$ cat src/rtl/rr_stream_mux.sv
// N-channel valid/ready stream multiplexer with a single registered output stage.
// Channel selection is round-robin or fixed priority (channel 0 highest), chosen per cycle.
module rr_stream_mux #(
    parameter int NUM_CH = 4,
    parameter int DATA_W = 8,
    parameter int CH_W   = $clog2(NUM_CH)
) (
    input  logic                     clk,
    input  logic                     rst_n,
    input  logic [NUM_CH*DATA_W-1:0] in_data,
    input  logic [NUM_CH-1:0]        in_valid,
    output logic [NUM_CH-1:0]        in_ready,
    input  logic                     prio_mode,
    output logic [DATA_W-1:0]        out_data,
    output logic [CH_W-1:0]          out_ch,
    output logic                     out_valid,
    input  logic                     out_ready
);

    logic [CH_W-1:0]   rr_ptr_q, rr_ptr_d;
    logic [DATA_W-1:0] out_data_q, out_data_d;
    logic [CH_W-1:0]   out_ch_q, out_ch_d;
    logic              out_valid_q, out_valid_d;

    logic              load;
    logic              xfer;
    logic              gnt_vld;
    logic [CH_W-1:0]   gnt_ch;
    logic [NUM_CH-1:0] gnt_oh;
    logic [DATA_W-1:0] gnt_data;

    assign load = !out_valid_q || out_ready;

    // Rotating scan without modulo: pass 0 only looks at channels at or above
    // rr_ptr (all channels in fixed mode), pass 1 wraps around to the rest.
    always_comb begin
        gnt_vld  = 1'b0;
        gnt_ch   = '0;
        gnt_oh   = '0;
        gnt_data = '0;
        for (int unsigned p = 0; p < 2; p++) begin
            for (int unsigned i = 0; i < NUM_CH; i++) begin
                if (!gnt_vld && in_valid[i] &&
                    (p == 1 || prio_mode || i >= 32'(rr_ptr_q))) begin
                    gnt_vld   = 1'b1;
                    gnt_ch    = CH_W'(i);
                    gnt_oh[i] = 1'b1;
                    gnt_data  = in_data[i*DATA_W +: DATA_W];
                end
            end
        end
    end

    // rst_n gates the handshake so no transfer is offered while reset is held.
    assign xfer     = rst_n && load && gnt_vld;
    assign in_ready = xfer ? gnt_oh : '0;

    always_comb begin
        rr_ptr_d    = rr_ptr_q;
        out_data_d  = out_data_q;
        out_ch_d    = out_ch_q;
        out_valid_d = out_valid_q;
        if (load) begin
            out_valid_d = gnt_vld;
        end
        if (xfer) begin
            out_data_d = gnt_data;
            out_ch_d   = gnt_ch;
            if (!prio_mode) begin
                rr_ptr_d = (gnt_ch == CH_W'(NUM_CH - 1)) ? '0 : gnt_ch + 1'b1;
            end
        end
    end

    always_ff @(posedge clk or negedge rst_n) begin
        if (!rst_n) begin
            rr_ptr_q    <= '0;
            out_data_q  <= '0;
            out_ch_q    <= '0;
            out_valid_q <= 1'b0;
        end else begin
            rr_ptr_q    <= rr_ptr_d;
            out_data_q  <= out_data_d;
            out_ch_q    <= out_ch_d;
            out_valid_q <= out_valid_d;
        end
    end

    assign out_data  = out_data_q;
    assign out_ch    = out_ch_q;
    assign out_valid = out_valid_q;

endmodule

$ cat config.mk
export PLATFORM = sky130hd
export DESIGN_NAME = rr_stream_mux
export DESIGN_NICKNAME = d
export VERILOG_FILES = /design/src/rtl/rr_stream_mux.sv
export SDC_FILE = /design/constraint.sdc
export NUM_CORES = 1
export LEC_CHECK = 0
export BUFFER_PORTS_ARGS = -buffer_cell sky130_fd_sc_hd__buf_2
export CORE_UTILIZATION = 47
export DETAILED_ROUTE_END_ITERATION = 7
export PLACE_DENSITY = 0.8
export SYNTH_ARGS = -nofsm -noshare
export SYNTH_HDL_FRONTEND = slang
export SYNTH_SLANG_ARGS = --single-unit
$ cat constraint.sdc
create_clock -name clk -period 2.15 [get_ports clk]
set_input_delay 0.215 -clock clk [delete_from_list [all_inputs] [get_ports clk]]
set_output_delay 0.215 -clock clk [all_outputs]
set_load 0.005 [all_outputs]
# After elaboration in Yosys (flattened, before gate mapping)
# Index checks and enable logic that the tools add are counted.
# Widths: inputs -> output; s select.
# totals
regBits	13
in_bits	40
# op_classes
addsub	1
n_lt_le_gt_ge	3
eq_ne	1
mux	32
n_bitwise	1
reduce_logical	25
# ops
op	count
$mux 8	8
$mux 1	16
$mux 2	7
$logic_and 1x1->1	12
$logic_not 1->1	8
$ge 1x2->1 const A	2
$logic_or 1x1->1	4
$mux 4	1
$add 2x1->2 const B	1
$eq 2x2->1 const B	1
$ge 2x2->1 const A	1
$reduce_and 2->1	1
$not 1->1	1

# Depth between registers and ports, before layout
# Gate-level depths: netlist of the first run.
# logic_depth
depth_word	29
mapped_depth	7
ltp_nobuf	5

# Worst setup path before layout of the first run
# Ideal clock, no wire load.
# synth_path
path_type	reg2reg
from	register rr_ptr_q[1]
to	register out_data_q[4] (netlist: out_data[4])
setup_ns	0.122
arrival_ns	1.561
setup_slack_ns	0.467
path_stages_with_launch	8
period_less_slack_ns	1.683
path_cell_list	dfrtp_1 -> buf_2 -> inv_1 -> o221a_1 -> buf_6 -> a32o_1 -> a311o_1 -> a32o_1
# synth_via
elab_chain_len	28
word_cells_on_any_way	40
classes_between	3 x order compare; 16 x mux; 21 x reduce/logical
# synth_rtl
item	line	rtl
start: declaration	20	logic [CH_W-1:0] rr_ptr_q, rr_ptr_d;
start signal: assignment	82	rr_ptr_q <= rr_ptr_d;
$ge 1x2->1	--	
$logic_or 1x1->1	44	(p == 1 || prio_mode || i >= 32'(rr_ptr_q))) begin
$logic_and 1x1->1	43	if (!gnt_vld && in_valid[i] &&
$mux 1	43	
$logic_not 1->1	43	
$logic_and 1x1->1 (2 in series)	43	
$mux 1	43	
$logic_not 1->1	43	
(+11 left out)	--	
$mux 1	43	
$logic_not 1->1	43	
$logic_and 1x1->1	43	
$mux 1	43	
$logic_not 1->1	43	
$logic_and 1x1->1	43	
$mux 1	43	
$logic_and 1x1->1	55	assign xfer = rst_n && load && gnt_vld;
end signal: assignment	83	out_data_q <= out_data_d;
end: declaration	21	logic [DATA_W-1:0] out_data_q, out_data_d;
# Several ways; a longest one is shown, not always the timed one.
# A chain may end at the register's enable or synchronous reset.

# Worst setup path in the final report of the first run
# layout_path
from	register rr_ptr_q[1]
to	output in_ready[0]
# layout_via
elab_chain_len	29
word_cells_on_any_way	34
classes_between	3 x order compare; 10 x mux; 21 x reduce/logical
# layout_rtl
item	line	rtl
$ge 1x2->1	--	
$logic_or 1x1->1	44	
$logic_and 1x1->1	43	
$mux 1	43	
$logic_not 1->1	43	
$logic_and 1x1->1 (2 in series)	43	
$mux 1	43	
$logic_not 1->1	43	
(+12 left out)	--	
$logic_not 1->1	43	
$logic_and 1x1->1	43	
$mux 1	43	
$logic_not 1->1	43	
$logic_and 1x1->1	43	
$mux 1	43	
$logic_and 1x1->1	55	
$mux 4 *	56	assign in_ready = xfer ? gnt_oh : '0;
end: declaration	12	output logic [NUM_CH-1:0] in_ready,
# Mark *: on every way between the ends. The rest lies on a longest branch, timed or not.

==> summary.txt, run 1 <==
Final layout
  – Fin area: roughly 1600 um2
  – Fraction of layout cells with a size suffix above 1: 32.5%
  – Commonest non-fill, non-tap cell in the layout: buf_2
  – Most frequent cells in the layout: buf_2 (54), nor2_1 (23), nand2_1 (23), o21ai_0 (17), a21oi_1 (17)
  – Antenna cell count: 0
  – Fin nets: around 270
  – Area grow syn2layout: 29.4%

GRT
  – Vias in the first global route: 1302
  – Total global-route track usage: between 20% and 30%
  – First-pass GRT wire length: 6.02 mm
  – Largest net degree at the start of global routing: 22
  – Initial antenna violation count: 0
  – Gr ovfl total: 0

Synthesis
  – Total nets after synthesis: approximately 210
  – Post-synthesis sequential area ratio: approximately a quarter
  – Post-synthesis cell count: 173
  – Most used flip-flop cell after synthesis: dfrtp_1
  – Synthesized flop and latch total: 13
  – Post-synth ARST share: 100%
  – Mapped Area: 1240 um2
  – Number of flops mapped to enable cells by yosys: 0
  – Syn avg cell area: 7.17 um2
  – Post-synthesis cell type count: 40
  – Ys Warns: 0

Power
  – Leakage Power: 0.742 nW
  – Seq pwr share: between 30 and 40%
  – Switch Pwr: 377 uW
  – Comb power frac: 49.6%
  – PwrDens: 605 nW/um2
  – Pint: 595 uW
  – Clock power share: 14.8%
  – Max VDD drop: between 0.0004 and 0.0005 V
  – Switch share: 38.7%

Clock network
  – CTS tree: yes
  – Clock Sinks: 13
  – H-tree Lvls: 1
  – Max Root-Sink Buffers: 2
  – Clk root buf: clkbuf_4
  – Clock latency on the worst-skew pair: 0.27 ns
  – Inserted Clock Buffers: 3
  – Reg clk slew, reported paths: about 0.07 ns

Timing
  – Fin. max-slew vios: 0
  – Worst-Margin Slew: 0.704 ns
  – Min Hold Slack: 0.259 ns
  – Final hold vios: 0
  – Final Skew: 0.00396 ns
  – Min Tclk post-route: 2.03 ns
  – Finish-stage setup viols: 0
  – Crit share post-route: 94.5%
  – FMAX: 492 MHz
  – Slew HR: about 53%

Critical path
  – CP max FO: 8
  – CP max-delay cell: o21bai_1
  – Critical Path End Type: output port
  – Crit-path cells: buf_4 > o21bai_1 > nor2_1 > nor3_1 > buf_2
  – Startpoint Class: flop
  – CP Class: reg2out
  – CP peak stage delay: 0.57 ns
  – CP required: 1.93 ns
  – WP data arrival: 1.82 ns

Placement
  – Hpwl dp: 2.93 mm
  – Cell Area, Placed: 1530 um2
  – Gpl congestion: 1.02
  – Port buffer count: 54

Route
  – Final routed DRC violation total: 0
  – DR pass1 iterations: 5
  – DR WL/cell: 15.2 um
  – Vias/cell: 6.15
  – Post-DRT Antenna Nets: 0
  – DR vias: 1586
  – WL final: 3.93 mm
  – Initial detailed-routing violation count: 84

Floorplanning
  – Die W: 53.4 um
  – Starting density of the core: 50.1%
  – Die height: approximately 53 um
  – Die ar.: 2850 um2
  – Placeable Area: 2480 um2
  – Site row count: 18
  – I/O pins: 55

Run status
  – Outcome: finished, final reports clean

Worst hold path
  – Hold WC Path Type: in2reg

Run
  – Max-cap violations: 0
==> worst max-delay path: cells and delay by family (launching register included) <==
family	cells	cell delay, ns
AND/OR/NAND/NOR	2	0.23
buffers and inverters	2	0.30
AO/OA/AOI/OAI	1	0.57
flip-flops	1	0.45
==> power groups by stage <==
stage	clock network, mW	registers [mW]	logic [mW]
floorplan	0	0.340	0.286
global placement	0	0.349	0.433
detailed placement	0	0.351	0.437
CTS	0.152	0.347	0.449
global route	0.158	0.354	0.532
finish	0.144	0.346	0.483
==> flip-flops by register name, indices dropped and copies added, names as in the netlist <==
signal     count
out_ch         2
out_data       8
out_valid      1
rr_ptr_q       2
==> worst paths after layout <==
kind | start | cells past startpoint | endpoint | slack, ns
setup / recovery | rr_ptr_q[1] | 5 | in_ready[0] | 0.12
hold / removal | in_data[22] | 3 | out_data[6] | 0.26
setup reg to reg | rr_ptr_q[1] | 5 | out_data[0] | 0.21
hold reg to reg | out_ch[0] | 2 | out_ch[0] | 0.50
max in group asynchronous | rst_n | 2 | rr_ptr_q[1] | 1.52
min in group asynchronous | rst_n | 2 | out_data[5] | 0.36
==> logic make-up after synthesis <==
group | share of synthesized area (%)
AOI/OAI and AO/OA | 45.5
buffers and inverters | 5.95
DFF | 26.2
muxes | 0.907
and+or+nand+nor | 21.5
==> stage by stage <==
step	power, mW	util [%]	setup TNS (ns)	instances	setup WS [ns]
2_1_floorplan	0.626	-	0	173	0.467
3_3_place_gp	0.782	61.7	0	251	0.293
3_5_place_dp	0.788	61.7	0	251	0.253
4_1_cts	0.948	63.6	0	256	0.0270
5_1_grt	1.04	64.8	-0.00761	258	-0.00722
6_report	0.972	64.8	0	258	0.119
==> final cells by class <==
class / instances / area, um2
clock buffers: 4 / 26.3
flip-flops and latches: 13 / 327
inverters: 4 / 15.0
multi-input cells: 145 / 868
fillers: 232 / 871
well taps: 30 / 37.5
repair buffers: 62 / 333
==> per-layer routing <==
metal / GRT usage, % / wire length, um
met5: 0 / 0
met4: 9.21 / 19
met3: 4.89 / 406
met2: 43.1 / 1750
met1: 42.6 / 1750
==> repair_timing <==
action                     CTS  global route
buffers inserted             0             2
hold buffers                 1             0
setup endpoints to repair    2             3
pin swaps                    0             1
resized for setup            3             4
hold endpoints to repair    13             0
==> Yosys cell counts (all sizes together) (3+ instances only) <==
cell type	count	area share (%)
a211o	4	2.8
a21oi	18	7.6
a22o	4	2.8
a31oi	5	2.5
a32o	8	6.5
buf	8	3.8
clkbuf	3	0.91
dfrtp	13	26
inv	4	1.2
nand2	24	7.3
nor2	23	7.0
nor2b	4	2.0
o211ai	7	4.2
o21ai	20	8.1
o22ai	4	2.0
No activity file was read; power rests on OpenSTA's default activity.
==> run 2: changes to the inputs <==
Settings changed: ABC_AREA set to 1, GPL_ROUTABILITY_DRIVEN set to 0, GPL_TIMING_DRIVEN set to 0.
==> run 2 against run 1 <==
  * Sequential cell count did not move
  * Final area rose by 0.93%
  * Synthesized cell count rose by 20%
  * Clock power rose by 4%
  * Power fell by 15%
  * Via count fell by 7.3%
  * Cell count rose by 16%
  * Setup slack got worse by 0.042 ns
  * First-iteration DRC count fell by 42%
  * Wire length fell by 15%
  * Largest cell class unchanged
==> summary.txt, run 2 <==
Timing
  – Fin worst setup slack: 0.0769 ns (-0.0424 ns)
  – Worst-Margin Slew: 0.398 ns (-0.305 ns)
  – FMAX: 482 MHz (-2.0%)
  – Min Tclk post-route: 2.07 ns (+0.0424 ns)
  – Final Skew: 0.00110 ns (-0.00285 ns)
  – Min Hold Slack: 0.262 ns (+0.00299 ns)
  – Finish-stage setup viols: 0 (unchanged)
  – Slew HR: 73.4% (+20 points)
  – Final hold vios: 0 (unchanged)
  – Crit share post-route: 96.4% (+2.0 points)
  – Fin. max-slew vios: 0 (unchanged)

Synthesis
  – Number of flops mapped to enable cells by yosys: 0 (unchanged)
  – Most used flip-flop cell after synthesis: dfrtp_1
  – Post-synthesis sequential area ratio: 26.4% (+0.19 points)
  – Post-synth top cells: nand2_1 (63), nor2_1 (40), inv_1 (27)
  – Total nets after synthesis: 247 (+16%)
  – Cell taking the most area after synthesis: dfrtp_1
  – Post-synth ARST share: 100% (unchanged)
  – Area contributors post-synth: dfrtp_1 (26%), nand2_1 (19%), nor2_1 (12%), nand3_1 (8.9%), inv_1 (8.2%)
  – Synthesized flop and latch total: 13 (unchanged)
  – Mapped Area: 1230 um2 (-0.71%)
  – Top-area cell type share of the netlist area: 26.4% (+0.19 points)
  – Cell with the most instances after synthesis: nand2_1
  – Post-synthesis cell count: 207 (+20%)
  – Post-synthesis cell type count: 22 (-45%)
  – Syn avg cell area: 5.95 um2 (-17%)
  – Ys Warns: 0 (unchanged)

Route
  – Vias/cell: 4.92 (-20%)
  – DR WL/cell: 11.1 um (-27%)
  – Final routed DRC violation total: 0 (unchanged)
  – Post-DRT Antenna Nets: 0 (unchanged)
  – DR vias: 1470 (-7.3%)
  – WL final: 3.33 mm (-15%)
  – Initial detailed-routing violation count: 49 (-42%)
  – DR pass1 iterations: 4 (-1)

Clock network
  – Clock Sinks: 13 (unchanged)
  – CTS tree: yes
  – Clock latency on the worst-skew pair: 0.27 ns (about the same)
  – Clk root buf: clkbuf_4
  – Max Root-Sink Buffers: 2 (unchanged)
  – Inserted Clock Buffers: 3 (unchanged)
  – H-tree Lvls: 1 (unchanged)
  – Reg clk slew, reported paths: 0.08 ns (about the same)

Power
  – Max VDD drop: 0.000421 V (-6.2%)
  – PwrDens: 511 nW/um2 (-16%)
  – Switch share: 37.5% (-1.2 points)
  – Clock power share: 18.1% (+3.3 points)
  – Leakage Power: 0.976 nW (+31%)
  – Seq pwr share: 38.7% (+3.2 points)
  – Pint: 517 uW (-13%)
  – Comb power frac: 43.1% (-6.5 points)
  – Switch Pwr: 311 uW (-18%)

Critical path
  – CP required: 1.93 ns (about the same)
  – CP Class: reg2out
  – CP Launch Point: rr_ptr_q[0]
  – Startpoint Class: flop
  – Critical Path End Type: output port
  – CP max FO: 10 (+2)
  – WP data arrival: 1.86 ns (+0.04 ns)
  – Worst R2R Start: rr_ptr_q[0]

Floorplanning
  – Die W: 53.2 um (-0.35%)
  – Die height: 53.2 um (-0.35%)
  – Placeable Area: 2480 um2 (unchanged)
  – Die ar.: 2830 um2 (-0.69%)
  – I/O pins: 55 (unchanged)
  – Site row count: 18 (unchanged)
  – Starting density of the core: 49.7% (-0.35 points)

Final layout
  – Commonest non-fill, non-tap cell in the layout: nand2_1
  – Max reg flops: 8 (unchanged)
  – Fraction of layout cells with a size suffix above 1: 32.7% (+0.26 points)
  – Cell Count, Final, Fillers Out: 299 (+16%)
  – Most frequent cells in the layout: nand2_1 (61), buf_2 (52), nor2_1 (39), inv_1 (27), nand3_1 (22)
  – Area grow syn2layout: 31.6%
  – Antenna cell count: 0 (unchanged)
  – Fin nets: 310 (+15%)

Worst hold path
  – Hold WC Path Type: in2reg
  – HP Start: in_data[23]

Run status
  – Outcome: finished, final reports clean

Placement
  – Hpwl dp: 2.50 mm (-15%)
  – Pre-CTS WS: 0.310 ns (+0.0569 ns)
  – Port buffer count: 52 (-3.7%)
  – Placed Cells incl. Taps: 289 (+15%)

GRT
  – Largest net degree at the start of global routing: 15 (-32%)
  – Met3 GRT Util: 4.60% (-0.29 points)
  – First-pass GRT wire length: 5.11 mm (-15%)
  – Global Route met1 Usage: 30.2% (-12 points)
  – Initial antenna violation count: 0 (unchanged)
  – Vias in the first global route: 1231 (-5.5%)
  – M2 GR Usage: 45.2% (+2.1 points)
  – Total global-route track usage: 24.6% (-4.6 points)
  – Gr busiest metal: met2
  – Gr ovfl total: 0 (unchanged)

Run
  – Max-cap violations: 0 (unchanged)
[run 2: cell types whose count changed in the layout (fill, tap and decap cells not counted), sizes merged, moves of 8 or more]
| cell | previous run | this run |
|---|---|---|
| a21oi | 18 | 2 |
| nand2 | 24 | 73 |
| inv | 4 | 29 |
| nand3 | 2 | 26 |
| a32o | 8 | 0 |
| o21ai | 20 | 9 |
| nor2 | 23 | 41 |
[run 2: power groups by stage]
stage | clock network [mW] | registers [mW] | logic (mW)
2_1_floorplan | 0 | 0.326 | 0.205
3_3_place_gp | 0 | 0.322 | 0.330
3_5_place_dp | 0 | 0.323 | 0.337
4_1_cts | 0.154 | 0.320 | 0.340
5_1_grt | 0.166 | 0.327 | 0.405
6_report | 0.150 | 0.321 | 0.357
[run 2: repair_timing]
action                                  CTS  global route
hold buffers                              1             0
endpoints found under the setup margin    0             4
endpoints found under the hold margin    13             0
gates resized for setup                   0             5
buffers inserted                          0             5
[run 2: path summary, 6_finish.rpt]
| path | cells after the start | endpoint | slack (ns) |
|---|---|---|---|
| min | 5 | out_data[7] | 0.26 |
| max reg2reg | 10 | out_data[2] | 0.42 |
| min reg2reg | 2 | out_data[1] | 0.48 |
| max | 9 | in_ready[0] | 0.08 |
| min in group asynchronous | 2 | out_data[6] | 0.36 |
| max in group asynchronous | 2 | out_ch[0] | 1.56 |
[run 2: kinds of logic after synthesis]
family | synth area share, %
AND/OR/NAND/NOR | 55.0
buffers and inverters | 13.8
flip-flops | 26.4
AO/OA/AOI/OAI | 4.77
[run 2: cell type report]
class                      instances  area (um2)
buffer                             5        57.6
inverter                          30         113
multi-input combinational        159         754
clock buffer                       4        26.3
sequential                        13         325
tap                               30        37.5
fill                             256         856
timing repair buffer              58         308
[run 2: metal layers]
metal,part of all wire (%),vias to the layer above
met3,7.3,0
met2,49,57
met4,0,0
met1,43,647
met5,0,-
li1,-,766
[run 2: worst max-delay path, stage by stage (launching register included)]
cell	delay, ns
dfrtp_1	0.39
nand2_1	0.10
o21ai_2	0.13
nand2_2	0.09
nor3_4	0.33
nand3_4	0.14
nand2_4	0.11
buf_12	0.13
a21oi_1	0.04
buf_2	0.13
[run 2: metrics by stage]
stage	instance area (um2)	setup TNS, ns	power [mW]	utilization (%)
finish	1620	0	0.828	65.5
CTS	1570	0	0.813	63.2
global placement	1530	0	0.652	61.8
global route	1620	-0.0504	0.898	65.5
floorplan	1230	0	0.530	-
detailed placement	1530	0	0.660	61.8
==> run 3: changes to the inputs <==
Settings changed: ABC_AREA 1 to not set.
==> run 3 against run 2 <==
  * Register-to-register slack lost 0.24 ns
  * Fmax increased by 2.9%
  * Sequential cell count stayed put
  * Setup slack improved by 0.058 ns
  * Clock skew is 0.00077 ns higher
  * Largest cell class unchanged
  * Largest power group unchanged
==> summary.txt, run 3 (same netlist as run 1, synthesis figures left out) <==
Critical path
  – CP bufs+invs: 2 (unchanged)
  – CP max FO: 10 (unchanged)
  – Critical Path End Type: output port
  – Family with the most delay on the worst path: compound AO/OA/AOI/OAI gates
  – Startpoint Class: flop
  – CP Class: reg2out
  – WP data arrival: 1.80 ns (-0.06 ns)
  – Critical path depth in cells: 7 (-2)
  – R2R cell count: 5 (-5)
  – CP required: 1.93 ns (about the same)
  – CP peak stage delay: 0.32 ns (-0.07 ns)
  – CP max-delay cell: dfrtp_1
  – Crit-path cells: buf_2 > nand3b_1 > o21a_2 > a211oi_2 > o21ai_1 > nor2_1 > buf_2
  – Cell mode on critical path: buf_2

Clock network
  – Clock latency on the worst-skew pair: 0.26 ns (about the same)
  – H-tree Lvls: 1 (unchanged)
  – CTS tree: yes
  – Reg clk slew, reported paths: 0.07 ns (about the same)
  – Clk root buf: clkbuf_4
  – Max Root-Sink Buffers: 2 (unchanged)
  – Clock Sinks: 13 (unchanged)
  – Inserted Clock Buffers: 3 (unchanged)

Final layout
  – Max reg flops: 8 (unchanged)
  – Fraction of layout cells with a size suffix above 1: 33.8% (+1.0 points)
  – Area grow syn2layout: 32.7%
  – Antenna cell count: 0 (unchanged)
  – Most frequent cells in the layout: buf_2 (59), nor2_1 (23), nand2_1 (23), o21ai_0 (17), a21oi_1 (17)
  – Fin nets: 278 (-10%)
  – Commonest non-fill, non-tap cell in the layout: buf_2
  – FILL cells: 217 (-15%)

Power
  – Clock power share: 14.1% (-4.0 points)
  – Pint: 601 uW (+16%)
  – Comb power frac: 51.8% (+8.7 points)
  – Total chip power: 983 uW (+19%)
  – PwrDens: 597 nW/um2 (+17%)
  – Switch share: 38.8% (+1.3 points)
  – Switch Pwr: 381 uW (+23%)
  – Max VDD drop: 0.000608 V (+45%)
  – Seq pwr share: 34.1% (-4.6 points)
  – Leakage Power: 0.766 nW (-21%)

GRT
  – Gr ovfl total: 0 (unchanged)
  – Initial antenna violation count: 0 (unchanged)
  – First-pass GRT wire length: 6.13 mm (+20%)
  – Vias in the first global route: 1341 (+8.9%)
  – Total global-route track usage: 30.2% (+5.5 points)
  – Largest net degree at the start of global routing: 17 (+2)

Route
  – Final routed DRC violation total: 0 (unchanged)
  – WL final: 3.99 mm (+20%)
  – DR WL/cell: 14.9 um (+34%)
  – DR pass1 iterations: 5 (+1)
  – Initial detailed-routing violation count: 93 (+90%)
  – Vias/cell: 6.04 (+23%)
  – DR vias: 1614 (+9.8%)
  – Post-DRT Antenna Nets: 0 (unchanged)

Timing
  – Finish-stage setup viols: 0 (unchanged)
  – Slew HR: 52.3% (-21 points)
  – Min Tclk post-route: 2.02 ns (-0.0579 ns)
  – Setup TNS: 0 ns (unchanged)
  – Worst-Margin Slew: 0.715 ns (+0.317 ns)
  – Crit share post-route: 93.7% (-2.7 points)
  – Final Skew: 0.00187 ns (+0.000770 ns)
  – Final hold vios: 0 (unchanged)
  – FMAX: 496 MHz (+2.9%)
  – Fin. max-slew vios: 0 (unchanged)

Floorplanning
  – I/O pins: 55 (unchanged)
  – Die height: 53.4 um (+0.35%)
  – Site row count: 18 (unchanged)
  – Placeable Area: 2480 um2 (unchanged)
  – Starting density of the core: 50.1% (+0.35 points)
  – Die W: 53.4 um (+0.35%)
  – Die ar.: 2850 um2 (+0.70%)

Run
  – Max-cap violations: 0 (unchanged)

Worst hold path
  – Hold WC Path Type: in2reg
  – Worst Hold Depth: 3 (-2)

Run status
  – Outcome: finished, final reports clean

Placement
  – Port buffer count: 54 (+3.8%)
  – Hpwl dp: 2.91 mm (+16%)
[run 3: changes by cell type in the layout (fill, tap and decap cells not counted), sizes merged, moves of 5 or more]
cell and delta:
nand3 -24, o211ai +7, nand4 -6, nand2 -49, a31oi +5, o21ai +11
buf +5, a21oi +16, inv -25, a32o +8, nor2 -18
[run 3: final cells by class]
| class | count | area [um2] | area share [%] |
|---|---|---|---|
| multi-input cells | 145 | 865 | 52.5 |
| flip-flops and latches | 13 | 325 | 19.8 |
| repair buffers | 60 | 318 | 19.3 |
| plain buffers | 11 | 58.8 | 3.57 |
| well taps | 30 | 37.5 | 2.28 |
| clock buffers | 3 | 22.5 | 1.37 |
| inverters | 4 | 15.0 | 0.912 |
| clock inverters | 1 | 5.00 | 0.304 |
[run 3: final timing paths]
| path | slack (ns) | start | to |
|---|---|---|---|
| max reg2reg | 0.18 | rr_ptr_q[0] | out_data[4] |
| min in group asynchronous | 0.38 | rst_n | out_data[1] |
| max in group asynchronous | 1.54 | rst_n | rr_ptr_q[0] |
| min reg2reg | 0.49 | out_ch[0] | out_ch[0] |
| min | 0.25 | in_data[22] | out_data[6] |
| max | 0.13 | rr_ptr_q[1] | in_ready[2] |
[run 3: stage by stage]
step / utilization (%) / worst slack, ns / instances / hold WS (ns) / instance area, um2
2_1_floorplan: - / 0.467 / 173 / -0.0806 / 1240
3_3_place_gp: 62.5 / 0.248 / 257 / 0.121 / 1550
4_1_cts: 64.4 / 0.0137 / 262 / 0.234 / 1600
5_1_grt: 66.5 / -0.0281 / 267 / 0.249 / 1650
6_report: 66.5 / 0.135 / 267 / 0.248 / 1650
3_5_place_dp: 62.5 / 0.239 / 257 / 0.124 / 1550
[run 3: power by group through the flow]
stage / sequential [mW] / clock (mW) / combinational, mW
after CTS: 0.334 / 0.144 / 0.470
after detailed placement: 0.338 / 0 / 0.458
after global placement: 0.337 / 0 / 0.459
after global routing: 0.342 / 0.157 / 0.558
final: 0.336 / 0.139 / 0.509
after floorplan: 0.340 / 0 / 0.286
[run 3: tightest hold or removal path: stages]
cell      delay, ns
buf_2          0.10
o211ai_1       0.07
a31oi_1        0.09
[run 3: what timing repair did]
action                                 CTS  global route
pin swaps                                0             2
buffers inserted                         0             5
gates resized for setup                  2             4
hold buffers                             1             0
setup endpoints to repair                2             4
endpoints found under the hold margin   13             0
[run 3: metal layers]
layer / track usage, % / share of wire, % / up-vias
met1: 45.1 / 45 / 717
met3: 2.59 / 9.6 / 4
met4: 14.9 / 0.63 / 0
met5: 0 / 0 / -
met2: 42.3 / 44 / 101
li1: - / - / 792
